==> config.mk <==
export PLATFORM = sky130hd
export DESIGN_NAME = mult_div_unit
export DESIGN_NICKNAME = d
export VERILOG_FILES = /design/src/rtl/mult_div_unit.sv
export SDC_FILE = /design/constraint.sdc
export NUM_CORES = 1
export LEC_CHECK = 0
export CAP_MARGIN = 10
export CORE_UTILIZATION = 60
export DETAILED_ROUTE_END_ITERATION = 6
export PLACE_DENSITY_LB_ADDON = 0.1
export SKIP_CTS_REPAIR_TIMING = 1
export SKIP_LAST_GASP = 1
export SYNTH_ARGS = -nofsm -noshare
export SYNTH_HDL_FRONTEND = slang
export SYNTH_SLANG_ARGS = --single-unit
==> constraint.sdc <==
create_clock -name clk -period 3.9 [get_ports clk]
set_clock_uncertainty 0.2 [all_clocks]
set_input_delay 0.975 -clock clk [delete_from_list [all_inputs] [get_ports clk]]
set_output_delay 0.975 -clock clk [all_outputs]
set_load 0.03 [all_outputs]
==> src/rtl/mult_div_unit.sv <==
// mult_div_unit: iterative 32-bit MULT/MULTU/DIV/DIVU unit owning the HI/LO registers.
// Fixed 34-cycle latency: PREP, 32 ITER steps, then FIX writes HI/LO.
module mult_div_unit (
    input  logic        clk,
    input  logic        rst_n,
    input  logic        start,
    input  logic [1:0]  op,
    input  logic [31:0] rs_val,
    input  logic [31:0] rt_val,
    input  logic        mthi,
    input  logic        mtlo,
    input  logic [31:0] wr_data,
    output logic        busy,
    output logic        done,
    output logic [31:0] hi,
    output logic [31:0] lo
);
    typedef enum logic [1:0] {IDLE, PREP, ITER, FIX} state_t;
    state_t state, state_next;
    logic [1:0]  op_q;
    logic [31:0] rs_q, rt_q, mag_a, mag_b, abs_a, abs_b;
    logic        neg_q, neg_r, is_div, is_signed, sgn_a, sgn_b;
    logic [63:0] acc, prod_fix;
    logic [32:0] rem, mul_sum;
    logic [33:0] div_shift, div_trial;
    logic [31:0] quo_fix, rem_fix;
    logic [5:0]  cnt;
    assign is_div    = op_q[1];
    assign is_signed = ~op_q[0];
    assign sgn_a     = is_signed & rs_q[31];
    assign sgn_b     = is_signed & rt_q[31];
    assign abs_a     = sgn_a ? -rs_q : rs_q;
    assign abs_b     = sgn_b ? -rt_q : rt_q;
    // Multiply: add multiplicand into the upper half, shift the whole accumulator right.
    assign mul_sum   = {1'b0, acc[63:32]} + (acc[0] ? {1'b0, mag_a} : 33'd0);
    // Divide: dividend bits shift out of acc[31] into the remainder; quotient bits shift in at acc[0].
    assign div_shift = {rem, acc[31]};
    assign div_trial = div_shift - {2'b00, mag_b};
    assign prod_fix  = neg_q ? -acc : acc;
    assign quo_fix   = neg_q ? -acc[31:0] : acc[31:0];
    assign rem_fix   = neg_r ? -rem[31:0] : rem[31:0];
    always_comb begin
        state_next = state;
        case (state)
            IDLE:    state_next = start ? PREP : IDLE;
            PREP:    state_next = ITER;
            ITER:    state_next = (cnt == 6'd31) ? FIX : ITER;
            FIX:     state_next = IDLE;
            default: state_next = IDLE;
        endcase
    end
    always_ff @(posedge clk or negedge rst_n) begin
        if (!rst_n) begin
            state <= IDLE;
            busy  <= 1'b0;
            done  <= 1'b0;
        end else begin
            state <= state_next;
            busy  <= state_next != IDLE;
            done  <= state == FIX;
        end
    end
    always_ff @(posedge clk or negedge rst_n) begin
        if (!rst_n) begin
            op_q  <= 2'b00;
            rs_q  <= 32'd0;
            rt_q  <= 32'd0;
            mag_a <= 32'd0;
            mag_b <= 32'd0;
            neg_q <= 1'b0;
            neg_r <= 1'b0;
            acc   <= 64'd0;
            rem   <= 33'd0;
            cnt   <= 6'd0;
            hi    <= 32'd0;
            lo    <= 32'd0;
        end else begin
            case (state)
                IDLE: begin
                    if (start) begin
                        op_q <= op;
                        rs_q <= rs_val;
                        rt_q <= rt_val;
                    end else begin
                        if (mthi) hi <= wr_data;
                        if (mtlo) lo <= wr_data;
                    end
                end
                PREP: begin
                    mag_a <= abs_a;
                    mag_b <= abs_b;
                    neg_q <= sgn_a ^ sgn_b;
                    neg_r <= sgn_a;
                    acc   <= {32'd0, is_div ? abs_a : abs_b};
                    rem   <= 33'd0;
                    cnt   <= 6'd0;
                end
                ITER: begin
                    cnt <= cnt + 6'd1;
                    if (is_div) begin
                        rem <= div_trial[33] ? div_shift[32:0] : div_trial[32:0];
                        acc <= {acc[62:0], ~div_trial[33]};
                    end else begin
                        acc <= {mul_sum, acc[31:1]};
                    end
                end
                FIX: begin
                    // Divide by zero reports the original dividend, not a sign-fixed magnitude.
                    if (is_div && rt_q == 32'd0) begin
                        hi <= rs_q;
                        lo <= 32'hFFFF_FFFF;
                    end else if (is_div) begin
                        hi <= rem_fix;
                        lo <= quo_fix;
                    end else begin
                        {hi, lo} <= prod_fix;
                    end
                end
                default: ;
            endcase
        end
    end
endmodule

* Yosys cells after proc, flatten, opt, wreduce, memory -nomap -nowiden
Cells that the tools add are included.
** Word-level totals
- Register bits :: 303
- Input port bits :: 103
- Word-level logic and storage cells :: 72
** Cells by class
- Add/sub/neg operators :: 8
- Eq/ne operators :: 8
- Multiplexer cells :: 26
- Bitwise gates (word level) :: 5
- Reduce and logical (&&, ||, !) cells :: 10
** Operators by type and width (number)
- $mux 32 :: 14
- $mux 64 :: 2
- $neg 32->32 :: 4
- $pmux 32 s2 :: 2
- $pmux 64 s2 :: 1
- $mux 33 :: 2
- $pmux 33 s2 :: 1
- $neg 64->64 :: 1
- $sub 34x32->34 :: 1
- $add 32x32->33 :: 1
- $logic_not 32->1 :: 1
- $pmux 6 s2 :: 1
- $ne 2x2->1 const B :: 4
- $pmux 2 s4 :: 1
- $add 6x1->6 const B :: 1
- $eq 6x5->1 const B :: 1
- $reduce_and 3->1 :: 2
- $reduce_bool 2->1 :: 3
- $eq 2x2->1 const B :: 2
- $reduce_and 2->1 :: 2
- $and 1x1->1 :: 2
- $eq 2x1->1 const B :: 1
- $logic_not 2->1 :: 1
- $mux 1 :: 2
- other kinds (3) :: 4

* Logic depth before layout (Yosys ltp)
Gate-level depths: netlist of the first run.
- Word-level depth :: 5
- Depth in mapped cells :: 14
- Gate-level depth less buffers :: 13

* Worst setup path before layout of the first run
OpenSTA, ideal clock, no wires.
- Path kind :: flip-flop to flip-flop
- Start point :: register rem[19]
- End point :: register rem[10]
- Arrival :: 2937 ps
- Data required time :: 3567 ps
- Slack :: 630 ps
- Cell stages (with the launch flop) :: 12
- Path buffers :: 1
- Cell sequence :: dfrtp_1 -> ha_1 -> a2111oi_0 -> o21ai_0 -> a311oi_1 -> nand3b_1 -> a21oi_1 -> nor3_1 -> nor2_1 -> buf_2 -> mux2i_1 -> o21ai_0
** On the way
- Longest elaborated chain between the ends :: 4
** Ends and longest elaborated chain
- start: declaration :: line 24 : logic [32:0] rem, mul_sum;
- start signal: assignment :: line 101 : rem <= div_trial[33] ? div_shift[32:0] : div_trial[32:0];
- $sub 34x32->34 :: line 38 : assign div_trial = div_shift - {2'b00, mag_b};
- $mux 33 :: line 101
- $mux 33 :: line 100 : if (is_div) begin
- $pmux 33 s2 :: line 78 : case (state)
No other way between the ends. The select of a mux whose other input is x is not followed.
A chain may end at the register's enable or synchronous reset.

* Worst setup path in the final report of the first run
- Start point :: register acc[0]
- End point :: register acc[51]
** On the way
- Longest elaborated chain between the ends :: 4
** Ends and longest elaborated chain
- start: declaration :: line 23 : logic [63:0] acc, prod_fix;
- start signal: assignment :: line 94 : acc <= {32'd0, is_div ? abs_a : abs_b};
- start signal: assignment :: line 102 : acc <= {acc[62:0], ~div_trial[33]};
- start signal: assignment :: line 104 : acc <= {mul_sum, acc[31:1]};
- $mux 32 :: line 35 : assign mul_sum = {1'b0, acc[63:32]} + (acc[0] ? {1'b0, mag_a} : 33'd0);
- $add 32x32->33 :: line 35
- $mux 64 :: line 100
- $pmux 64 s2 :: line 78
No other way between the ends.

==> key figures, run 1 <==
Hold path
  • Worst min-delay path class: input port to async pin

Clock network
  • Cts bufs inserted: 35
  • Total clock sinks: 303
  • Clock network latency to the later pin of the worst-skew pair: 0.58 ns
  • Clock slew at reported path FFs: 0.06 ns
  • TritonCTS clock tree: built
  • H-Tree Depth: 2
  • Number of buffers on the longest clock path: 3
  • Buffer cell driving the clock tree root: clkbuf_16

Synth
  • Area of the mapped netlist: 20400 sq um
  • Post-synthesis average cell area: 8.77 sq um
  • Number of synthesized flops with an enable pin: 0
  • Post-synthesis cell type with the largest combined area: dfrtp_1
  • Top-area cell type share of the netlist area: 37.1%
  • Main area contributors after synthesis: dfrtp_1, a21oi_1, xnor2_1
  • Top FF cell, synth: dfrtp_1
  • Leading cell type by number of instances after synthesis: dfrtp_1
  • Post-Syn Nets: 2507
  • Synthesized netlist cell count: 2329
  • Top cell types by occurrence after synthesis: dfrtp_1, a21oi_1, nor2_1, o21ai_0, nand2_1
  • Register area share after synthesis: 37.1%
  • Async S/R FF share, synth: 100%
  • Synthesized flop and latch total: 303
  • Yosys warnings: 0
  • Unique cell type count in the Yosys netlist: 76

Setup path
  • Worst R2R Setup Slack: 0.20 ns
  • End point of the critical path: acc[51]$_DFFE_PN0P_
  • Reg-to-reg critical path endpoint: acc[51]$_DFFE_PN0P_
  • Critical path, cell by cell: buf_4 -> and2_1 -> ha_1 -> a21oi_1 -> nand2_1 -> nor4bb_1 -> o21ai_0 -> a21oi_1 -> o21ai_0 -> a311oi_1 -> xor2_1 -> o221ai_1
  • WS Path Type: flop to flop
  • Depth of the worst register-to-register path: 12
  • Critical Path AT: 3.91 ns
  • Critical path fanouts, max: 29
  • Reg-to-reg startpoint: acc[0]$_DFFE_PN0P_
  • Longest individual stage delay on the worst path: 0.52 ns
  • Cell type of the slowest stage on the worst timing path: nor4bb_1
  • Beginning of the critical path: acc[0]$_DFFE_PN0P_
  • Type of origin of the critical path: flop
  • Type of element capturing the critical path: flop
  • CP required: 4.12 ns

Drt
  • DR vias/cell: 6.63
  • Average routed wire per standard cell: 24.8 microns
  • Length of the first detailed-routing pass in iterations: 6
  • First-iteration detailed-routing DRC count: 2130
  • Post-route DRC: 0
  • Via Count: 19500
  • Wirelength, routed: 73.1 mm
  • ANT nets after route: 0

Die
  • Horizontal extent of the die: 187 microns
  • Number of cell rows: 67
  • Initial Utilization: 60.9%
  • Top-level I/O count: 169
  • Die ar.: 34800 sq um
  • Core area: 33500 sq um
  • Die span in y: 187 microns

Global route
  • Wire length of the first global-routing pass: 111 mm
  • Maximum number of pins on one net before global-route repair: 93
  • Overall fraction of global-route tracks in use: 41.8%
  • Congestion Overflow GR: 0
  • Number of global-route vias before repair: 18800
  • Number of antenna violations at the first check in global routing: 4

STA
  • Max_slew headroom: 39.4%
  • Worst Hold Slack: 0.234 ns
  • Max Clk Rate: 0.271 GHz
  • Final worst setup slack: 0.204 ns
  • Setup repair after global routing missed its margin: true
  • Time the final worst path needs with I/O delays and setup: 3.70 ns
  • Fraction of the cycle the final worst path needs: 94.8%
  • Total setup violations reported at the end of the flow: 0
  • Worst slew pin tran: 0.908 ns
  • Fin. Hold Viols: 0
  • Max-slew violation total from the final report: 0

Job
  • Max_cap viols: 0

Power
  • Power, Total: 22.7 mW
  • PwrDens: 940 nW/um^2
  • VDD IR-drop max: 669 uV
  • Static power due to leakage: 10.3 nW

Place
  • Worst setup slack before clock tree synthesis: 0.257 ns
  • Detail Placement HPWL: 53.8 mm
  • Cell Area, Placed: 22900 sq um
  • Routability congestion estimate from global placement: 1.03
  • Port buffer count: 168

Final layout
  • Total of fill cells in the finished design: 2624
  • Area Growth Syn to Fin: 18.0%
  • Net count of the finished layout: 2650
  • Final instance area: 24100 sq um
  • Ratio of cells with drive above 1 in the final layout: 10.5%

Outcome
  • Status: complete, no violations
[report_power, final]
| group | internal, mW | switching, mW | total, mW |
|---|---|---|---|
| clock network | 2.11 | 1.45 | 3.56 |
| logic | 4.98 | 7.79 | 12.8 |
| registers | 4.51 | 1.82 | 6.33 |
| total | 11.6 | 11.1 | 22.7 |
[layout make-up]
type	count	area, sq um	area share (%)
Antenna cell	2	5.00	0.0208
Clock buffer	42	962	3.99
Clock inverter	19	264	1.09
Inverter	106	398	1.65
Multi-Input combinational cell	1784	12000	49.7
Tap cell	448	561	2.32
Sequential cell	303	7590	31.5
Timing Repair Buffer	242	2340	9.71
[logic make-up (layout without fill, tap and decap cells)]
group           after synthesis  count (layout)  synth area share [%]
compound gates              709             709                  21.1
buf+inv                     242             409                  4.48
simple gates                671             671                  15.9
flops                       303             303                  37.1
fa+ha+maj                    75              75                  4.67
other cells                   0               2                     0
mux                         135             135                  8.46
xor+xnor                    194             194                  8.32
[through the flow]
stage	TNS, ns	util [%]	cells
after floorplan	0	-	2329
after detailed placement	0	68.2	2883
final	0	71.9	2946
after global routing	-0.0404	71.9	2944
after global placement	0	68.2	2883
after CTS	0	71.8	2944
[placed cells by master (no fill, tap or decap), types with 10 or more instances in the layout]
cell type / netlist / final
a211oi_1: 18 / 18
a21o_1: 32 / 32
a21oi_1: 242 / 239
a221o_1: 10 / 10
a31oi_1: 21 / 21
a32oi_1: 11 / 11
and2_1: 41 / 41
and3_1: 15 / 15
buf_4: 0 / 66
clkbuf_16: 0 / 35
clkdlybuf4s50_1: 0 / 167
dfrtp_1: 303 / 301
ha_1: 73 / 70
inv_1: 105 / 105
mux2_2: 72 / 72
mux2i_1: 40 / 40
mux4_2: 23 / 23
nand2_1: 177 / 176
nand2b_1: 22 / 22
nand3_1: 39 / 39
nand4_1: 18 / 18
nor2_1: 204 / 201
nor2b_1: 17 / 17
nor3_1: 49 / 49
o211ai_1: 10 / 10
o21ai_0: 190 / 190
o22ai_1: 46 / 46
o31ai_1: 34 / 34
o41ai_1: 18 / 18
or3_1: 28 / 28
or4_1: 18 / 18
xnor2_1: 117 / 117
xor2_1: 77 / 77
[how the worst min path moves through the flow]
stage	end	slack (ns)	start	depth (start not counted)
after detailed placement	lo[21]$_DFFE_PN0P_	0.27	lo[21]$_DFFE_PN0P_	2
after CTS	lo[21]$_DFFE_PN0P_	0.28	lo[21]$_DFFE_PN0P_	2
final	cnt[2]$_DFFE_PN0P_	0.23	rst_n	1
after global placement	lo[19]$_DFFE_PN0P_	0.27	lo[19]$_DFFE_PN0P_	2
after floorplan	state[0]$_DFF_PN0_	0.25	cnt[5]$_DFFE_PN0P_	1
after global routing	lo[20]$_DFFE_PN0P_	0.31	lo[20]$_DFFE_PN0P_	2
[metal layers]
metal	vias to the layer above	wire, microns	GRT usage (%)
li1	8680	-	-
met1	9501	27400	52.3
met2	1095	33700	66.0
met3	252	7040	9.40
met4	2	4970	26.0
met5	-	13	0
[worst max-delay path: cells and delay by family (launching register included)]
family | cells | cell delay, ns
AOI/OAI and AO/OA | 6 | 1.24
xor gates and xnor gates | 1 | 0.18
adders and majority gates | 1 | 0.29
buffers and inverters | 1 | 0.33
DFF | 1 | 0.46
and+or+nand+nor | 3 | 0.81
[flip-flops by register name (all words and copies together), names as in the netlist]
| name | cells |
|---|---|
| acc | 64 |
| busy | 1 |
| cnt | 6 |
| done | 1 |
| hi | 32 |
| lo | 32 |
| mag_a | 32 |
| mag_b | 32 |
| neg_q | 1 |
| neg_r | 1 |
| op_q | 2 |
| rem | 33 |
| rs_q | 32 |
| rt_q | 32 |
| state | 2 |
No activity file was read; power rests on OpenSTA's default activity.
==> inputs of run 2 (changes only) <==
--- a/config.mk
+++ b/config.mk
@@ -6,7 +6,9 @@
 export NUM_CORES = 1
 export LEC_CHECK = 0
 export CAP_MARGIN = 10
-export CORE_UTILIZATION = 60
+export CELL_PAD_IN_SITES_DETAIL_PLACEMENT = 1
+export CELL_PAD_IN_SITES_GLOBAL_PLACEMENT = 2
+export CORE_UTILIZATION = 37
 export DETAILED_ROUTE_END_ITERATION = 6
 export PLACE_DENSITY_LB_ADDON = 0.1
 export SKIP_CTS_REPAIR_TIMING = 1
==> run 2 against run 1 <==
Net effect:
- core utilization shrank 26 points
- flip-flop and latch count stayed put
- critical path depth shrank 3
- count of clock-buffer cells in the layout rose by 4
- cell count increased by 9.6%
- worst hold slack got worse by 0.11 ns
- clock power rose by 2%
==> key figures, run 2 (synthesis results as in run 1) <==
Outcome
  • Status: complete, no violations

Die
  • Top-level I/O count: 169 (unchanged)
  • Die ar.: 56200 sq um (+61%)
  • Core area: 54100 sq um (+61%)
  • Initial Utilization: 37.7% (-23 points)
  • Die span in y: 237 microns (+27%)
  • Horizontal extent of the die: 237 microns (+27%)
  • Number of cell rows: 85 (+27%)

Setup path
  • Critical Path AT: 3.99 ns (+0.08 ns)
  • Critical path fanouts, max: 5 (-83%)
  • Depth of the worst register-to-register path: 9 (-3)
  • Type of origin of the critical path: flop
  • Type of element capturing the critical path: flop
  • WS Path Type: flop to flop
  • Worst R2R Setup Slack: 0.13 ns (-0.07 ns)
  • Reg-to-reg critical path endpoint: hi[29]$_DFFE_PN0P_
  • CP required: 4.13 ns (about the same)
  • Reg-to-reg startpoint: rem[13]$_DFFE_PN0P_

Clock network
  • TritonCTS clock tree: built
  • Clock network latency to the later pin of the worst-skew pair: 0.57 ns (about the same)
  • H-Tree Depth: 2 (unchanged)
  • Number of buffers on the longest clock path: 3 (unchanged)
  • Clock slew at reported path FFs: 0.06 ns (about the same)
  • Total clock sinks: 303 (unchanged)
  • Cts bufs inserted: 39 (+11%)
  • Buffer cell driving the clock tree root: clkbuf_16

Power
  • Internal power of the cells: 11.8 mW (+1.4%)
  • Net switching power of the design: 11.6 mW (+4.9%)
  • Clk network pwr share: 15.6% (about the same)
  • Portion of total power attributed to combinational logic: 57.1% (+0.8 points)
  • PwrDens: 947 nW/um^2 (+0.70%)
  • Sequential Power Share: 27.3% (-0.6 points)
  • VDD IR-drop max: 525 uV (-22%)
  • Switching share of power: 49.7% (+0.86 points)
  • Static power due to leakage: 10.4 nW (+1.6%)

STA
  • Max_slew headroom: 40.2% (+0.75 points)
  • Setup repair after global routing missed its margin: true
  • Final worst setup slack: 0.131 ns (-0.0730 ns)
  • Worst Hold Slack: 0.128 ns (-0.106 ns)
  • Fraction of the cycle the final worst path needs: 96.6% (+1.9 points)
  • Fin. Hold Viols: 0 (unchanged)
  • Total setup violations reported at the end of the flow: 0 (unchanged)
  • Max-slew violation total from the final report: 0 (unchanged)
  • Time the final worst path needs with I/O delays and setup: 3.77 ns (+0.0730 ns)
  • Worst slew pin tran: 0.891 ns (-0.0167 ns)
  • Max Clk Rate: 0.265 GHz (-1.9%)

Job
  • Max_cap viols: 0 (unchanged)

Hold path
  • Worst min-delay path class: input port to async pin

Final layout
  • Most common cell after layout, fill and taps aside: dfrtp_1
  • Registers with the most flip-flops: acc (64), rem (33)
  • Largest register FFs: 64 (unchanged)
  • Most used cells in the layout excluding fill and tap cells: dfrtp_1, a21oi_1, nor2_1
  • Number of diodes added for antenna fixing: 0 (-2)
  • Net count of the finished layout: 2686 (+1.4%)
  • Top reg by flops: acc
  • Ratio of cells with drive above 1 in the final layout: 11.8% (+1.3 points)
  • Total of fill cells in the finished design: 6207 (+140%)
  • Area Growth Syn to Fin: 20.9%

Drt
  • Via Count: 19200 (-1.5%)
  • DR vias/cell: 5.96 (-10%)
  • Average routed wire per standard cell: 26.7 microns (+7.7%)
  • Wirelength, routed: 86.3 mm (+18%)
  • First-iteration detailed-routing DRC count: 1411 (-34%)
  • Length of the first detailed-routing pass in iterations: 6 (unchanged)
  • Post-route DRC: 0 (unchanged)
  • ANT nets after route: 0 (unchanged)

Place
  • Port buffer count: 168 (unchanged)
  • Routability congestion estimate from global placement: 0.921 (-11%)
  • Worst setup slack before clock tree synthesis: 0.0258 ns (-0.231 ns)
  • Detail Placement HPWL: 66.7 mm (+24%)

Global route
  • Overall fraction of global-route tracks in use: 30.5% (-11 points)
  • Number of antenna violations at the first check in global routing: 10 (+6)
  • Number of global-route vias before repair: 19700 (+4.8%)
  • Wire length of the first global-routing pass: 128 mm (+15%)
  • Maximum number of pins on one net before global-route repair: 112 (+20%)
  • Congestion Overflow GR: 0 (unchanged)
[run 2: worst max-delay path, cell delays in order (launching register included)]
cell and delay, ns:
dfrtp_1 0.45, or4_1 0.61, or4_1 0.45, or3_1 0.40, nand2b_1 0.21, o41ai_1 0.35
xor2_1 0.41, o21ai_0 0.17, a21oi_2 0.28, nor3_1 0.11
[run 2: final cells by class]
| type | count | area [sq um] | share of cell area (%) |
|---|---|---|---|
| repair buffers | 274 | 2590 | 10.5 |
| inverters | 106 | 398 | 1.61 |
| well taps | 696 | 871 | 3.53 |
| clock inverters | 20 | 211 | 0.856 |
| clock buffers | 46 | 1030 | 4.18 |
| multi-input cells | 1784 | 12000 | 48.6 |
| flip-flops and latches | 303 | 7590 | 30.7 |
[run 2: how the worst max path moves through the flow]
stage,start,to,slack [ns],cells after the start
detailed placement,rem[13]$_DFFE_PN0P_,hi[29]$_DFFE_PN0P_,0.03,9
CTS,rem[13]$_DFFE_PN0P_,hi[29]$_DFFE_PN0P_,-0.01,9
global route,rem[13]$_DFFE_PN0P_,hi[29]$_DFFE_PN0P_,-0.03,9
global placement,rem[13]$_DFFE_PN0P_,hi[29]$_DFFE_PN0P_,0.07,9
floorplan,rem[19]$_DFFE_PN0P_,rem[10]$_DFFE_PN0P_,0.63,11
finish,rem[13]$_DFFE_PN0P_,hi[29]$_DFFE_PN0P_,0.13,9
[run 2: power groups by stage]
stage,sequential [mW],clock [mW],combinational (mW)
after floorplan,6.16,0,7.77
after global placement,6.34,0,13.0
after detailed placement,6.41,0,13.2
after CTS,6.37,3.70,13.3
after global routing,6.53,3.79,14.3
final,6.39,3.64,13.4
[run 2: metrics by stage]
| stage | power [mW] | util, % | area, sq um | cells | setup TNS [ns] |
|---|---|---|---|---|---|
| after floorplan | 13.9 | - | 20400 | 2329 | 0 |
| after global placement | 19.3 | 43.3 | 23400 | 3163 | 0 |
| after detailed placement | 19.6 | 43.3 | 23400 | 3163 | 0 |
| after CTS | 23.4 | 45.6 | 24700 | 3229 | -0.0108 |
| after global routing | 24.6 | 45.6 | 24700 | 3229 | -0.0309 |
| final | 23.4 | 45.6 | 24700 | 3229 | 0 |
[run 2: layer usage]
layer | global-route usage (%) | vias up | routed length [microns]
met5 | 0 | - | 0
met4 | 12.1 | 0 | 3500
met3 | 2.87 | 136 | 3800
met2 | 52.3 | 526 | 42300
met1 | 39.4 | 9837 | 36700
li1 | - | 8736 | -
